**src/rtl/cp0_unit.sv**
```systemverilog
// Coprocessor-0 for the five-stage MIPS pipeline: owns SR, Cause, EPC and PRId,
// and raises Req to flush the pipeline and redirect fetch on exceptions/interrupts.
module cp0_unit #(
  parameter logic [31:0] PRID = 32'h2024_1106
) (
  input  logic        clk,
  input  logic        reset,
  input  logic        en,
  input  logic [4:0]  CP0Add,
  input  logic [31:0] CP0In,
  output logic [31:0] CP0Out,
  input  logic [31:0] VPC,
  input  logic        BDIn,
  input  logic [4:0]  ExcCodeIn,
  input  logic [5:0]  HWInt,
  input  logic        EXLClr,
  output logic [31:0] EPCOut,
  output logic        Req
);

  localparam logic [4:0] ADDR_SR    = 5'd12;
  localparam logic [4:0] ADDR_CAUSE = 5'd13;
  localparam logic [4:0] ADDR_EPC   = 5'd14;
  localparam logic [4:0] ADDR_PRID  = 5'd15;

  logic [5:0]  sr_im;
  logic        sr_exl;
  logic        sr_ie;
  logic        cause_bd;
  logic [5:0]  cause_ip;
  logic [4:0]  cause_exc;
  logic [31:0] epc;

  logic        int_req;
  logic        exc_req;
  logic [31:0] sr_word;
  logic [31:0] cause_word;
  logic [31:0] epc_next;

  assign int_req = (|(HWInt & sr_im)) & sr_ie & ~sr_exl;
  assign exc_req = (ExcCodeIn != 5'd0) & ~sr_exl;
  assign Req     = int_req | exc_req;

  assign sr_word    = {16'd0, sr_im, 8'd0, sr_exl, sr_ie};
  assign cause_word = {cause_bd, 15'd0, cause_ip, 3'd0, cause_exc, 2'd0};
  assign epc_next   = BDIn ? (VPC - 32'd4) : VPC;
  assign EPCOut     = epc;

  always_comb begin
    CP0Out = 32'd0;
    case (CP0Add)
      ADDR_SR:    CP0Out = sr_word;
      ADDR_CAUSE: CP0Out = cause_word;
      ADDR_EPC:   CP0Out = epc;
      ADDR_PRID:  CP0Out = PRID;
      default:    CP0Out = 32'd0;
    endcase
  end

  // Exception entry beats eret, which beats a plain mtc0; IP samples HWInt every cycle.
  always_ff @(posedge clk) begin
    if (reset) begin
      sr_im     <= 6'd0;
      sr_exl    <= 1'b0;
      sr_ie     <= 1'b0;
      cause_bd  <= 1'b0;
      cause_ip  <= 6'd0;
      cause_exc <= 5'd0;
      epc       <= 32'd0;
    end else begin
      cause_ip <= HWInt;
      if (Req) begin
        sr_exl    <= 1'b1;
        cause_exc <= int_req ? 5'd0 : ExcCodeIn;
        cause_bd  <= BDIn;
        epc       <= epc_next;
      end else if (EXLClr) begin
        sr_exl <= 1'b0;
        if (en && CP0Add == ADDR_SR) begin
          sr_im <= CP0In[15:10];
          sr_ie <= CP0In[0];
        end
        if (en && CP0Add == ADDR_EPC) begin
          epc <= CP0In;
        end
      end else if (en) begin
        if (CP0Add == ADDR_SR) begin
          sr_im  <= CP0In[15:10];
          sr_exl <= CP0In[1];
          sr_ie  <= CP0In[0];
        end
        if (CP0Add == ADDR_EPC) begin
          epc <= CP0In;
        end
      end
    end
  end

endmodule

```
**config.mk**
```make
export PLATFORM = sky130hd
export DESIGN_NAME = cp0_unit
export DESIGN_NICKNAME = d
export VERILOG_FILES = /design/src/rtl/cp0_unit.sv
export SDC_FILE = /design/constraint.sdc
export NUM_CORES = 1
export LEC_CHECK = 0
export CORE_ASPECT_RATIO = 0.8
export CORE_MARGIN = 2
export CORE_UTILIZATION = 46
export DETAILED_ROUTE_END_ITERATION = 16
export PLACE_DENSITY = 0.95
export SLEW_MARGIN = 5
export SYNTH_ARGS = -nofsm -noshare
export SYNTH_HDL_FRONTEND = slang
export SYNTH_SLANG_ARGS = --single-unit
export TNS_END_PERCENT = 50
```
**constraint.sdc**
```tcl
create_clock -name clk -period 3.9 [get_ports clk]
set_clock_uncertainty 0.15 [all_clocks]
set_input_delay 0.975 -clock clk [delete_from_list [all_inputs] [get_ports clk]]
set_output_delay 0.975 -clock clk [all_outputs]
set_load 0.03 [all_outputs]
```
* Word level (Yosys, flattened, before mapping)
Index checks and enable logic that the tools add are counted.
Word-level totals: register bits 52, ROM bits 0, output and inout port bits 65, bits in latches 0, RAM bits 0, memories kept 0, logic and storage cells 53, input port bits 85
Cells by class: add/sub/neg operators 1, reductions and logical operators 12, multipliers 0, mux-type cells 20, divide/modulo/power cells 0, $lt $le $gt $ge 0, equality and inequality tests 6, bitwise logic cells 7, shifts and indexed selects 0
Operator list (count):
- $mux W32 | 6
- $pmux W32 S4 | 1
- $sub A32 B3 Y32 const B | 1
- $mux W6 | 4
- $eq A5 B4 Y1 const B | 4
- $reduce_bool A3 Y1 | 3
- $mux W1 | 8
- $and A6 B6 Y6 | 1
- $reduce_or A6 Y1 | 1
- $mux W5 | 1
- $reduce_bool A5 Y1 | 1
- $reduce_and A4 Y1 | 1
- $reduce_bool A2 Y1 | 2
- $and A1 B1 Y1 | 3
- $ne A3 B1 Y1 const B | 1
- $reduce_and A3 Y1 | 1
- $logic_and A1 B1 Y1 | 2
- $ne A2 B1 Y1 const B | 1
- $not A1 Y1 | 2
- $reduce_and A2 Y1 | 1
- $or A1 B1 Y1 | 1

* Longest topological paths before layout
Gate-level depths: netlist of run 1.
depth after elaboration 7, gate-level depth with buffers 8, gate-level depth less buffers 7

* Worst setup path before layout of run 1
OpenSTA, ideal clock, no wires.
path type input -> output, from input port CP0Add[1], to output port CP0Out[12], cell stages on the path 3, path buffers 1, data required time 2.775 ns, data arrival time 2.143 ns, path slack 0.632 ns, cell sequence clkbuf_1 > a211oi_1 > nor3_1
Between the ends: word-level cells in the longest chain between the ends 2, elaborated cells on any way between the ends 5, those cells by class eq/ne (4); mux (1)
Ends and longest elaborated chain:
- start: declaration | RTL line 9 | input logic [4:0] CP0Add,
- $eq A5 B4 Y1 | RTL line 51 | case (CP0Add)
- $pmux W32 S4 * | RTL line 51
- end: declaration | RTL line 11 | output logic [31:0] CP0Out,
Mark *: on every way between the ends. The rest lies on a longest branch, timed or not.

* Worst setup path in the final report of run 1
from input port HWInt[0], to output port Req
Between the ends: word-level cells in the longest chain between the ends 5
Ends and longest elaborated chain:
- start: declaration | RTL line 15 | input logic [5:0] HWInt,
- $and A6 B6 Y6 | RTL line 40 | assign int_req = (|(HWInt & sr_im)) & sr_ie & ~sr_exl;
- $reduce_or A6 Y1 | RTL line 40
- $and A1 B1 Y1 (2 in a row) | RTL line 40
- $or A1 B1 Y1 | RTL line 42 | assign Req = int_req | exc_req;
- end: declaration | RTL line 18 | output logic Req
Every way passes these cells.

==> metrics.cfg, run 1 <==
[sta]
fin_tns_setup_ns=0
hold_viol_final=0
setup_viol=0
fin_crit_ns=3.80
tightest_slew_ns=1.01
rsz0062_at_grt=no
fmax_mhz=263
slew_headroom=0.329
fin_crit_sh=0.975
slew_viol_final=0
worst_slack_ns=0.0991

[logic_synthesis]
synth_area_per_cell_um2=8.56
ys_seq_area_frac=0.310
synthTopCellsByArea=dfxtp_1 (31%), mux2i_1 (12%), nor2_1 (6.4%), xor2_1 (5.5%), a211oi_1 (3.8%)
yosysWarnings=0
synth_edf_count=0
syn_nets=478
synth_top_cell_by_area=dfxtp_1
synth.most_common_cell=nor2_1
synth_top_area_share=0.310
ys_top_cells_by_count=nor2_1 (57), dfxtp_1 (52), mux2i_1 (39), a21oi_1 (21), xor2_1 (21)
synth-seq-cells=52
async_reset_ff_frac=0
yosys.cell_types.count=50
ys.flop_type=dfxtp_1
syn_area_um2=3360
syn_inst=392

[cts]
htree_levels=2
cts_hold_buf=0
clk_latency_ns=0.32
clk_pin_slew_ns=0.10
cts_resized=0
cts_buffer_depth=2
root_buffer=clkbuf_8
cts_sinks=52
cts_buffers=5
cts_setup_buffers=0
tritoncts=built

[grt]
grt_pass1_vias=3429
grt_pass1_wl_mm=17.3
grt_usage=0.271
grt_antenna_before_repair=0
grt_overflow=0
grt_max_degree=53

[floorplan]
die_w_um=99.5
coreArea_um2=6960
die_h_um=80.4
die_area_um2=8000
initial_utilization=0.482
std_cell_rows=27
io_pins=150

[critical_path]
worstPathArrival_ns=2.68
startpoint_type=primary input
critPathRequiredTime_ns=2.77
cp_max_fo=2
critPathKind=primary input to output pin
r2r_setup_slack_ns=1.52
end_kind=output pin

[detailed_routing]
wirelength_mm=11.0
via_per_inst=5.72
drtPass1Iterations=5
drtAntennaViolNets=0
met2WireLength_mm=5.20
m1WireLength_mm=4.89
wl_met3_um=839
topRoutingLayerUsed=met4
wl_per_cell_um=17.8
drtIter0Drc=188
drc=0
vias=3535

[placement]
placed_cell_area_um2=4790
dpl_worst_slack_ns=0.134
placed_cells=610
gp_congestion=0.866
dp_hpwl_mm=8.53
port_buffers=149

[finish]
drive_gt1_frac=0.147
nets=616
insertedDiodeCount=0
fin_area_um2=4880
area_growth_pct=45.3
fin_cells=618

[flow_run]
maxCapViolCount=0

[power]
power_leakage_nw=1.88
ir_drop_mv=0.154
power.density_nw_per_um2=278

[min_path]
min_path_type=flop to flop

[run_status]
outcome=completed

logic make-up (layout without fill, tap and decap cells):
kind of cell	count (synthesis)	after routing	synth area share
xor+xnor	27	27	0.0704
compound gates	78	78	0.162
flops	52	52	0.310
mux	46	46	0.140
simple gates	153	153	0.251
fa+ha+maj	1	1	0.00373
buf+inv	35	174	0.0634
path summary, 6_finish.rpt:
check | endpoint | depth (start not counted) | from
max | Req | 7 | HWInt[0]
min | cause_exc[4]$_SDFFE_PP0N_ | 2 | cause_exc[4]$_SDFFE_PP0N_
min reg2reg | cause_exc[4]$_SDFFE_PP0N_ | 2 | cause_exc[4]$_SDFFE_PP0N_
max reg2reg | sr_exl$_SDFFE_PP0P_ | 7 | sr_im[0]$_SDFFE_PP0P_
per-stage QoR:
step / hold slack, ns / power, mW / util
after detailed placement: 0.300 / 1.04 / 0.688
after CTS: 0.315 / 1.36 / 0.701
after global routing: 0.355 / 1.41 / 0.701
after global placement: 0.286 / 1.03 / 0.688
after floorplan: 0.279 / 0.832 / -
final: 0.318 / 1.36 / 0.701
power breakdown:
group | total, mW | internal (mW) | switching, mW
clock network | 0.322 | 0.129 | 0.192
registers | 0.603 | 0.571 | 0.0313
logic | 0.433 | 0.206 | 0.227
total | 1.36 | 0.907 | 0.451
cell type report:
cell class	count	area (um2)
Clock buffer	5	68.8
Multi-Input combinational cell	305	2100
Inverter	4	15.0
Sequential cell	52	1040
Timing Repair Buffer	162	1520
Fill cell	567	2080
Clock inverter	3	22.5
Tap cell	87	109
cell usage in the layout (no fill, tap or decap), types with 15 or more instances in the layout:
| cell | instances |
|---|---|
| and3_1 | 15 |
| buf_4 | 44 |
| mux2i_1 | 39 |
| clkdlybuf4s50_1 | 116 |
| a21oi_1 | 21 |
| nor2_1 | 57 |
| dfxtp_1 | 52 |
| a211oi_1 | 17 |
| xor2_1 | 21 |
metal layers:
layer  vias to the layer above  GRT usage
li1                       1680          -
met1                      1676      0.369
met2                       169      0.445
met3                        10     0.0531
met4                         0     0.0603
met5                         -          0
critical path: stages:
cell and delay, ns:
clkdlybuf4s50_1 0.43, a22o_1 0.28, o311ai_0 0.42, buf_4 0.18, and2_1 0.16, inv_2 0.05
buf_4 0.17
flip-flops by register name, summed over array words and instances, names as in the netlist:
signal	cells
EPCOut	32
cause_ip	6
sr_im	6
cause_exc	5
cause_bd	1
sr_exl	1
sr_ie	1
(Power assumes the default switching activity.)
==> inputs of run 2 (changes only) <==
--- a/config.mk
+++ b/config.mk
@@ -6,7 +6,6 @@
 export NUM_CORES = 1
 export LEC_CHECK = 0
 export CORE_ASPECT_RATIO = 0.8
-export CORE_MARGIN = 2
 export CORE_UTILIZATION = 46
 export DETAILED_ROUTE_END_ITERATION = 16
 export PLACE_DENSITY = 0.95
==> run 2 against run 1 <==
  * Die area shrank 4.4%
  * Global-route usage increased by 1.9 points
  * Combinational power hardly changed
  * Critical path type unchanged
  * Critical endpoint unchanged
  * Largest cell class unchanged
==> metrics.cfg, run 2 (synthesis gave the netlist of run 1 again) <==
[run_status]
outcome=completed  ; unchanged

[finish]
insertedDiodeCount=0  ; unchanged
register_area_um2=1040  ; unchanged
final_util=0.698  ; was 0.701
drive_gt1_frac=0.145  ; was 0.147
nets=615  ; was 616
fin_cells=617  ; was 618
largest_register_ff_count=32  ; unchanged
n_fill_cell=540  ; was 567
area_growth_pct=44.7  ; was 45.3%
multi_input_comb_area_um2=2100  ; unchanged
fin_area_um2=4860  ; was 4880 um2
layout_common_cells=clkdlybuf4s50_1 (116), nor2_1 (57), dfxtp_1 (52), buf_4 (44), mux2i_1 (39)  ; unchanged
final_common_cell=clkdlybuf4s50_1  ; unchanged

[cts]
clk_pin_slew_ns=0.10  ; about the same
root_buffer=clkbuf_8  ; unchanged
cts_resized=0  ; unchanged
htree_levels=2  ; unchanged
tritoncts=built  ; unchanged
cts_setup_buffers=0  ; unchanged
clk_latency_ns=0.31  ; was 0.32 ns
cts_buffer_depth=2  ; unchanged
cts_sinks=52  ; unchanged
cts_buffers=5  ; unchanged
cts_hold_buf=0  ; unchanged

[detailed_routing]
wl_met3_um=653  ; was 839 um
drtPass1Iterations=4  ; was 5
wl_per_cell_um=17.9  ; was 17.8 um
drc=0  ; unchanged
wirelength_mm=11.1  ; was 11.0 mm
drtAntennaViolNets=0  ; unchanged
vias=3529  ; was 3,535
met2WireLength_mm=5.37  ; was 5.20 mm
drtIter0Drc=200  ; was 188
m1WireLength_mm=4.82  ; was 4.89 mm
via_per_inst=5.72  ; about the same
topRoutingLayerUsed=met4  ; unchanged

[floorplan]
io_pins=150  ; unchanged
die_w_um=97.5  ; was 99.5 um
die_h_um=78.4  ; was 80.4 um
initial_utilization=0.482  ; unchanged
die_area_um2=7650  ; was 8000 um2
coreArea_um2=6960  ; unchanged
std_cell_rows=27  ; unchanged

[placement]
dpl_worst_slack_ns=0.187  ; was 0.134 ns
dp_hpwl_mm=8.49  ; was 8.53 mm
placed_cell_area_um2=4770  ; was 4790 um2
placed_cells=609  ; was 610
gp_congestion=0.891  ; was 0.866
port_buffers=149  ; unchanged

[critical_path]
critPathKind=primary input to output pin  ; unchanged
end_kind=output pin  ; unchanged
cp_max_fo=2  ; unchanged
startpoint_type=primary input  ; unchanged
worstPathArrival_ns=2.61  ; was 2.68 ns
critPathRequiredTime_ns=2.77  ; about the same

[min_path]
min_path_type=flop to flop  ; unchanged

[grt]
grt_usage=0.290  ; was 0.271
grt_pass1_vias=3532  ; was 3,429
grt_pass1_wl_mm=17.7  ; was 17.3 mm
grt_max_degree=53  ; unchanged
grt_overflow=0  ; unchanged
grt_antenna_before_repair=0  ; unchanged

[power]
power_leakage_nw=1.87  ; was 1.88 nW
ir_drop_mv=0.172  ; was 0.154 mV
pwr-share-seq=0.442  ; was 0.444
power.internal_mw=0.905  ; was 0.907 mW
comb_power_share=0.316  ; was 0.319
p_sw_mw=0.461  ; was 0.451 mW
p_clk_frac=0.241  ; was 0.237
power.density_nw_per_um2=281  ; was 278 nW/um2
netSwitchingFraction=0.337  ; was 0.332

[sta]
fin_tns_setup_ns=0  ; unchanged
setup_viol=0  ; unchanged
fin_crit_ns=3.74  ; was 3.80 ns
worst_slack_ns=0.160  ; was 0.0991 ns
fmax_mhz=267  ; was 263 MHz
slew_viol_final=0  ; unchanged
tightest_slew_ns=0.988  ; was 1.01 ns
hold_viol_final=0  ; unchanged
rsz0062_at_grt=no  ; unchanged
fin_crit_sh=0.959  ; was 0.975
slew_headroom=0.341  ; was 0.329

[flow_run]
maxCapViolCount=0  ; unchanged

run 2: changes by cell type in the layout (fill, tap and decap cells not counted):
| cell | delta |
|---|---|
| buf_12 | -1 |
| clkinv_4 | -1 |
| clkinvlp_4 | +1 |
run 2: critical path: stages:
cell             delay [ns]
clkdlybuf4s50_1        0.42
a22o_1                 0.26
o311ai_0               0.38
buf_4                  0.18
and2_1                 0.17
inv_2                  0.05
buf_4                  0.17
run 2: final cells by class:
type / instances / share of cell area
Clock inverter: 3 / 0.00438
Inverter: 4 / 0.00309
Clock buffer: 5 / 0.0142
Timing Repair Buffer: 161 / 0.308
Multi-Input combinational cell: 305 / 0.433
Tap cell: 87 / 0.0224
Sequential cell: 52 / 0.214
run 2: power groups by stage:
| stage | registers, mW | clock network, mW | logic [mW] |
|---|---|---|---|
| after floorplan | 0.667 | 0 | 0.165 |
| after global placement | 0.612 | 0 | 0.419 |
| after detailed placement | 0.615 | 0 | 0.429 |
| after CTS | 0.603 | 0.327 | 0.431 |
| after global routing | 0.609 | 0.350 | 0.461 |
| final | 0.604 | 0.329 | 0.432 |
run 2: final timing paths:
check / start / to / slack, ns / cells after the start
max: HWInt[0] / Req / 0.16 / 7
min: cause_bd$_SDFFE_PP0N_ / cause_bd$_SDFFE_PP0N_ / 0.32 / 2
max reg2reg: sr_im[0]$_SDFFE_PP0P_ / EPCOut[2]$_SDFFE_PP0P_ / 1.54 / 7
min reg2reg: cause_bd$_SDFFE_PP0N_ / cause_bd$_SDFFE_PP0N_ / 0.32 / 2
run 2: layer usage:
layer	up-vias	GRT usage
li1	1685	-
met1	1675	0.374
met2	149	0.494
met3	20	0.0454
met4	0	0.100
met5	-	0
run 2: through the flow:
| stage | total power, mW | hold slack [ns] |
|---|---|---|
| final | 1.37 | 0.319 |
| after global routing | 1.42 | 0.349 |
| after CTS | 1.36 | 0.316 |
| after detailed placement | 1.04 | 0.303 |
| after global placement | 1.03 | 0.288 |
| after floorplan | 0.832 | 0.279 |
